--- src/rtl/serial_arith_pkg.sv ---
`default_nettype none
// ============================================================================
//  Module      : serial_arith_pkg
//  Description : Shared constants for the bit-serial arithmetic blocks.
//                Holds the FSM state encoding and the default operand width.
//  Revision    : 1.0  initial release
// ============================================================================
package serial_arith_pkg;

    // Controller state encoding (2-bit).
    localparam logic [1:0] ST_IDLE = 2'd0;
    localparam logic [1:0] ST_RUN  = 2'd1;
    localparam logic [1:0] ST_DONE = 2'd2;

    // Default operand width for serial datapaths.
    localparam int SERIAL_WIDTH_DEFAULT = 8;

endpackage : serial_arith_pkg
`default_nettype wire

--- src/rtl/full_adder.sv ---
`default_nettype none
// ============================================================================
//  Module      : full_adder
//  Description : Combinational 1-bit full adder cell. Port order matches the
//                full_subtractor cell so the two are drop-in counterparts.
//  Ports       : A, B, Cin  - operand bits and carry-in
//                Sum        - A ^ B ^ Cin
//                Cout       - majority(A, B, Cin)
//  Revision    : 1.0  initial release
// ============================================================================
module full_adder (
    input  logic A,
    input  logic B,
    input  logic Cin,
    output logic Sum,
    output logic Cout
);

    assign Sum  = A ^ B ^ Cin;
    assign Cout = (A & B) | (A & Cin) | (B & Cin);

endmodule : full_adder
`default_nettype wire

--- src/rtl/serial_adder.sv ---
`default_nettype none
// ============================================================================
//  Module      : serial_adder
//  Description : Bit-serial ripple adder. Captures two WIDTH-bit operands and
//                a carry-in on start, adds one bit per clock (LSB first)
//                through a single full_adder cell, and presents
//                {cout, sum} = a + b + cin with a one-cycle done pulse.
//  Ports       : clk, rst        - clock, synchronous active-high reset
//                start           - begin an addition (honoured in IDLE only)
//                a, b, cin       - operands, captured on the accepted start
//                busy            - high while bits are being processed
//                done            - one-cycle pulse, sum/cout valid
//                sum, cout       - result, held until the next run begins
//  Revision    : 1.0  initial release
// ============================================================================
import serial_arith_pkg::*;

module serial_adder #(
    parameter int WIDTH = SERIAL_WIDTH_DEFAULT
) (
    input  logic             clk,
    input  logic             rst,
    input  logic             start,
    input  logic [WIDTH-1:0] a,
    input  logic [WIDTH-1:0] b,
    input  logic             cin,
    output logic             busy,
    output logic             done,
    output logic [WIDTH-1:0] sum,
    output logic             cout
);

    // Bit counter needs at least one bit, even for WIDTH=1.
    localparam int                 c_CNT_W    = (WIDTH > 1) ? $clog2(WIDTH) : 1;
    localparam logic [c_CNT_W-1:0] c_CNT_LAST = c_CNT_W'(WIDTH - 1);
    localparam logic [c_CNT_W-1:0] c_CNT_ONE  = c_CNT_W'(1);

    logic [1:0]         r_state;
    logic [1:0]         w_state_next;

    logic [WIDTH-1:0]   r_a;
    logic [WIDTH-1:0]   r_b;
    logic [WIDTH-1:0]   r_sum;
    logic               r_carry;
    logic               r_cout;
    logic [c_CNT_W-1:0] r_cnt;

    logic               w_s;
    logic               w_c;
    logic               w_last;
    logic [WIDTH-1:0]   w_sum_shift;

    // ------------------------------------------------------------------
    // Per-bit datapath: one full adder fed from the operand LSBs.
    // ------------------------------------------------------------------
    full_adder u_fa (
        .A    (r_a[0]),
        .B    (r_b[0]),
        .Cin  (r_carry),
        .Sum  (w_s),
        .Cout (w_c)
    );

    assign w_last = (r_cnt == c_CNT_LAST);

    // New sum bit enters at the MSB; after WIDTH shifts the LSB-first
    // stream has landed in natural bit order.
    if (WIDTH == 1) begin : g_sum_w1
        assign w_sum_shift = w_s;
    end else begin : g_sum_wn
        assign w_sum_shift = {w_s, r_sum[WIDTH-1:1]};
    end

    // ------------------------------------------------------------------
    // FSM: state register
    // ------------------------------------------------------------------
    always_ff @(posedge clk) begin
        if (rst) begin
            r_state <= ST_IDLE;
        end else begin
            r_state <= w_state_next;
        end
    end

    // ------------------------------------------------------------------
    // FSM: next-state logic
    // ------------------------------------------------------------------
    always_comb begin
        w_state_next = r_state;
        case (r_state)
            ST_IDLE: if (start)  w_state_next = ST_RUN;
            ST_RUN:  if (w_last) w_state_next = ST_DONE;
            ST_DONE:             w_state_next = ST_IDLE;
            default:             w_state_next = ST_IDLE;
        endcase
    end

    // ------------------------------------------------------------------
    // FSM: outputs
    // ------------------------------------------------------------------
    always_comb begin
        busy = (r_state == ST_RUN);
        done = (r_state == ST_DONE);
    end

    assign sum  = r_sum;
    assign cout = r_cout;

    // ------------------------------------------------------------------
    // Datapath registers. sum/cout are left untouched in IDLE and DONE so
    // the previous result stays visible until the next run starts shifting.
    // ------------------------------------------------------------------
    always_ff @(posedge clk) begin
        if (rst) begin
            r_a     <= '0;
            r_b     <= '0;
            r_sum   <= '0;
            r_carry <= 1'b0;
            r_cout  <= 1'b0;
            r_cnt   <= '0;
        end else begin
            case (r_state)
                ST_IDLE: begin
                    if (start) begin
                        r_a     <= a;
                        r_b     <= b;
                        r_carry <= cin;
                        r_cnt   <= '0;
                    end
                end
                ST_RUN: begin
                    r_a     <= r_a >> 1;
                    r_b     <= r_b >> 1;
                    r_sum   <= w_sum_shift;
                    r_carry <= w_c;
                    r_cnt   <= r_cnt + c_CNT_ONE;
                    if (w_last) begin
                        r_cout <= w_c;
                    end
                end
                default: begin
                end
            endcase
        end
    end

endmodule : serial_adder
`default_nettype wire

--- config.mk ---
export PLATFORM = sky130hd
export DESIGN_NAME = serial_adder
export DESIGN_NICKNAME = d
export VERILOG_FILES = /design/src/rtl/serial_arith_pkg.sv /design/src/rtl/full_adder.sv /design/src/rtl/serial_adder.sv
export SDC_FILE = /design/constraint.sdc
export NUM_CORES = 1
export LEC_CHECK = 0
export ABC_CLOCK_PERIOD_IN_PS = 1950
export CAP_MARGIN = 20
export CORE_AREA = 8 8 61 63
export DETAILED_ROUTE_END_ITERATION = 10
export DIE_AREA = 0 0 69 71
export HOLD_SLACK_MARGIN = 0.1
export PLACE_DENSITY = 0.9
export SLEW_MARGIN = 10
export SYNTH_ARGS = -nofsm -noshare
export SYNTH_HDL_FRONTEND = slang
export SYNTH_SLANG_ARGS = --single-unit
--- constraint.sdc ---
create_clock -name clk -period 1.95 [get_ports clk]
set_clock_uncertainty 0.05 [all_clocks]
set_input_delay 0.585 -clock clk [delete_from_list [all_inputs] [get_ports clk]]
set_output_delay 0.585 -clock clk [all_outputs]
set_load 0.02 [all_outputs]
## Word-level counts from Yosys, hierarchy flattened

Cells that the tools add are included.

| storage, ports and cells | value |
|---|---|
| logic and storage cells | 36 |
| flip-flop bits (word level) | 31 |

| cells by class | value |
|---|---|
| $add $sub $neg | 1 |
| reductions and logical operators | 5 |
| muxes and demuxes | 11 |
| bitwise logic cells | 7 |
| eq/ne operators | 5 |

Operators by type and width:

| kind | number |
|---|---|
| $pmux 8 s2 | 2 |
| $mux 8 | 2 |
| $pmux 3 s2 | 1 |
| $reduce_and 2->1 | 3 |
| $mux 2 | 2 |
| $pmux 2 s2 | 1 |
| $add 3x1->3 const B | 1 |
| $and 1x1->1 | 3 |
| $eq 3x3->1 const B | 1 |
| $mux 3 | 1 |
| $eq 2x1->1 const B | 1 |
| $eq 2x2->1 const B | 1 |
| $logic_not 2->1 | 1 |
| $ne 2x1->1 const B | 1 |
| $ne 2x2->1 const B | 1 |
| $or 1x1->1 | 2 |
| $pmux 1 s2 | 1 |
| $reduce_bool 2->1 | 1 |
| $xor 1x1->1 | 2 |
| $mux 1 | 1 |

## Depth between registers and ports, before layout

| depth | value |
|---|---|
| depth after elaboration | 4 |
| mapped depth | 6 |
| mapped depth without buffers | 5 |

## Hierarchy

Synthesis repeated with hierarchy kept, for this count alone.

| unflattened totals | value |
|---|---|
| cells, all modules | 137 |
| area, all modules | 1398.8 µm² |

By module, submodules not included:

| module | cells an instance | area an instance (µm²) | sequential area each (µm²) | instances |
|---|---|---|---|---|
| serial_adder | 136 | 1378.8 | 620.6 | 1 |
| full_adder | 1 | 20.0 | 0.0 | 1 |

## Worst setup path before layout

Ideal clock, no wire load.

| timing path | value |
|---|---|
| kind | register to output |
| start | reg r_state[0] |
| end | out done |
| data required time | 1.315 ns |
| cell stages (with the launch flop) | 3 |
| setup slack | 0.497 ns |
| arrival time | 0.818 ns |
| path through | dfxtp_1 > buf_4 > nor2b_1 |

| between the ends | value |
|---|---|
| word-level cells in the longest chain between the ends | 1 |

RTL lines:

| element | line | text |
|---|---|---|
| start, declared | serial_adder.sv:38 | `logic [1:0] r_state;` |
| start signal, assigned | serial_adder.sv:81 | `r_state <= w_state_next;` |
| $eq 2x2->1 | serial_adder.sv:103 | `done = (r_state == ST_DONE);` |
| end, declared | serial_adder.sv:28 | `output logic done,` |

Every way passes these cells.

## Worst setup path in the final report

| timing path | value |
|---|---|
| start | reg r_state[1] |
| end | out busy |

| between the ends | value |
|---|---|
| word-level cells in the longest chain between the ends | 1 |

RTL lines:

| element | line | text |
|---|---|---|
| $eq 2x1->1 | serial_adder.sv:102 | `busy = (r_state == ST_RUN);` |
| end, declared | serial_adder.sv:27 | `output logic busy,` |

Every way passes these cells.

==> results.cfg <==
[yosys]
syn_area_um2 = 1390
netlist-cell-type-count = 25
syn_inst = 137
avgSynthCellArea_um2 = 10.2
syn-num-nets = 160
yosysWarningCount = 0
synth-seq-cells = 31
ys_seq_area_share_pct = 44.6

[layout]
multi_input_area_um2 = 688
fillers = 228
seq_area_um2 = 621
stdcell_count = 204
area_growth_pct = 30.0
layout-drive-gt1-share_pct = 18.7
nNetsFinal = 193
diodes = 0

[global_route]
grt_max_degree = 32
antenna_found_initial = 0
grt.total_usage_pct = 12.1
grt_pass1_wl_um = 4890
grt-ovfl-total = 0
grt_pass1_vias = 1139

[power_and_ir_drop]
power.share.sequential_pct = 51.6
swShare_pct = 25.6
p_leak_uw = 0.000812
power.share.clock_pct = 31.3
peakVddDrop_mv = 0.532
powerDensity_nw_per_um2 = 741
intPower_uw = 997
p_comb_share_pct = 17.0
p_sw_uw = 344

[setup_path]
timing.rr.start = r_state[0]
worstPathCellList = nand2b_1, inv_4, clkdlybuf4s15_1
startpoint_type = flip-flop
reg2reg_setup_slack_ps = 440
endpoint_kind = primary output
path_class = reg -> out
r2r-end = r_a[4]
worstPathArrival_ps = 1230
cp.required_ps = 1310
r2r_cells = 5
crit_slowest_cell = dfxtp_1
cp_slowest_stage_delay_ps = 330
path_max_fanout = 3

[timing]
setup_tns_ps = 0
post-route-period-util_pct = 95.6
drv_slew = 0
clock.fmax_mhz = 536
tightest_slew_ps = 306
rsz0062_at_grt = false
setup_viol = 0
period_needed_ps = 1860
maxSlewHeadroom_pct = 79.6
final_hold_viol_count = 0

[clock_tree]
cts_hold_buf = 0
cts.reportedPaths.clkPinSlew_ps = 90
clock-root-buffer = clkbuf_4
cts-htree-levels = 2
numCtsBuffers = 5
clock_path_buffers = 2
clock-sinks = 31
cts_tree = yes
clkLatencyLatePin_ps = 320

[die]
dieArea_um2 = 4900
io-pin-count = 31
die_height_um = 71
row_count = 20
start_util_pct = 48.8
die_w_um = 69
fp.coreArea_um2 = 2850

[hold_path]
whs_endpoint = sum[0]
holdCritPathClass = reg -> reg
worstHoldStart = sum[0]
hold_depth = 2

[placement]
io_buffers = 30
hpwl_um = 2170
finalWeightedCongestion = 0.775
dp.cells = 196

[job]
maxCapViolations = 0

[detailed_routing]
dr.pass1.iters = 4
drt-total-wl_um = 2980
avgRoutedWirePerCell_um = 14.6
drt.antenna.violating_nets = 0
drcViolationCount = 0
dr_total_vias = 1078
drtIter0Drc = 62
viasPerCell = 5.28

[outcome]
status = finished clean
==> through the flow <==
stage / hold WS [ps] / instance area (um2) / utilization (%) / setup slack, ps / total power [uW]
after floorplan: 394 / 1390 / - / 497 / 853
after global placement: 393 / 1730 / 60.7 / 113 / 920
after detailed placement: 407 / 1730 / 60.7 / 19.1 / 935
after CTS: 421 / 1790 / 62.9 / 4.73 / 1350
after global routing: 439 / 1810 / 63.4 / 21.1 / 1400
final: 415 / 1810 / 63.4 / 86.0 / 1340
==> layer usage <==
layer  wire [um]  global-route usage (%)  vias to the layer above
met5           0                       0                        -
met4          74                    8.66                        0
met3         110                    3.08                        8
met2        1550                    21.5                       29
met1        1240                    12.1                      498
li1            -                       -                      543
==> critical path, delay by kind of cell, from the launching register on <==
kind,cells,cell delay (ps)
buffers and inverters,2,370
DFF,1,330
and+or+nand+nor,1,200
==> power by group through the flow <==
stage / clock network [uW] / logic (uW) / registers (uW)
after floorplan: 0 / 148 / 705
after global placement: 0 / 216 / 704
after detailed placement: 0 / 229 / 707
after CTS: 431 / 229 / 692
after global routing: 460 / 245 / 696
final: 420 / 229 / 692
==> sequential cells by signal (all words and copies together), names as in the netlist <==
signal   cells
sum          8
r_carry      1
r_cnt        3
cout         1
r_a          8
r_b          8
r_state      2
==> area by class of cell <==
| cell class | count | share of cell area (%) |
|---|---|---|
| inverters | 2 | 0.553 |
| well taps | 33 | 2.28 |
| flip-flops and latches | 31 | 34.3 |
| clock buffers | 8 | 3.80 |
| multi-input cells | 94 | 38.0 |
| repair buffers | 36 | 21.0 |
==> cell families (layout without fill, tap and decap cells) <==
family,after synthesis,after routing,share of synthesized area (%)
adders and majority gates,3,3,3.24
buffers and inverters,12,46,5.93
and+or+nand+nor,44,44,13.3
AOI/OAI and AO/OA,31,31,21.4
muxes,16,16,11.5
DFF,31,31,44.6
==> Yosys cell counts, drive strengths merged <==
library cell | number | area (um2)
a21oi | 9 | 45.0
nand3 | 1 | 10.0
ha | 2 | 25.0
o21bai | 1 | 11.3
dfxtp | 31 | 621
buf | 9 | 68.8
mux2i | 16 | 160
a211oi | 16 | 195
nor3b | 1 | 7.51
fa | 1 | 20.0
clkbuf | 1 | 3.75
o21ba | 1 | 16.3
nand3b | 1 | 7.51
a22oi | 4 | 30.0
inv | 2 | 10.0
nand2b | 1 | 6.26
nor3 | 1 | 5.00
nand2 | 17 | 63.8
nor2b | 1 | 6.26
nor2 | 21 | 78.8
==> repair_timing <==
action,CTS,global route
cloned,0,0
endpoints found under the setup margin,5,7
resized for setup,5,7
setup buffers,0,0
==> worst max-delay path by stage <==
stage	startpoint	slack, ps	to
6_report	r_state[1]	90	busy
5_1_grt	r_state[1]	20	busy
4_1_cts	sum[7]	5	sum[7]
3_5_place_dp	start	20	r_b[1]
3_3_place_gp	start	110	r_b[0]
2_1_floorplan	r_state[0]	500	done
==> layout by cell type, fill, tap and decap left out <==
master           netlist  layout
o21ba_4                1       1
clkdlybuf4s15_1        0       1
nand3b_1               1       1
nor3b_1                1       1
buf_4                  3       4
dlygate4sd2_1          0       4
buf_12                 0       2
a21oi_1                9       9
o21bai_2               1       1
nand2b_1               1       1
a22oi_1                4       4
mux2i_1               16      16
nand3_2                1       1
inv_1                  1       1
nand2_1               17      17
nor2_1                21      21
a211oi_1               1       1
a211oi_2              15      15
nor3_1                 1       1
dfxtp_1               31      31
clkbuf_4               0       5
ha_1                   2       2
clkbuf_8               0       2
dlymetal6s2s_1         0       6
fa_1                   1       1
clkbuf_1               1       1
clkdlybuf4s50_1        0      19
inv_4                  1       1
nor2b_1                1       1
(Power assumes the default switching activity.)
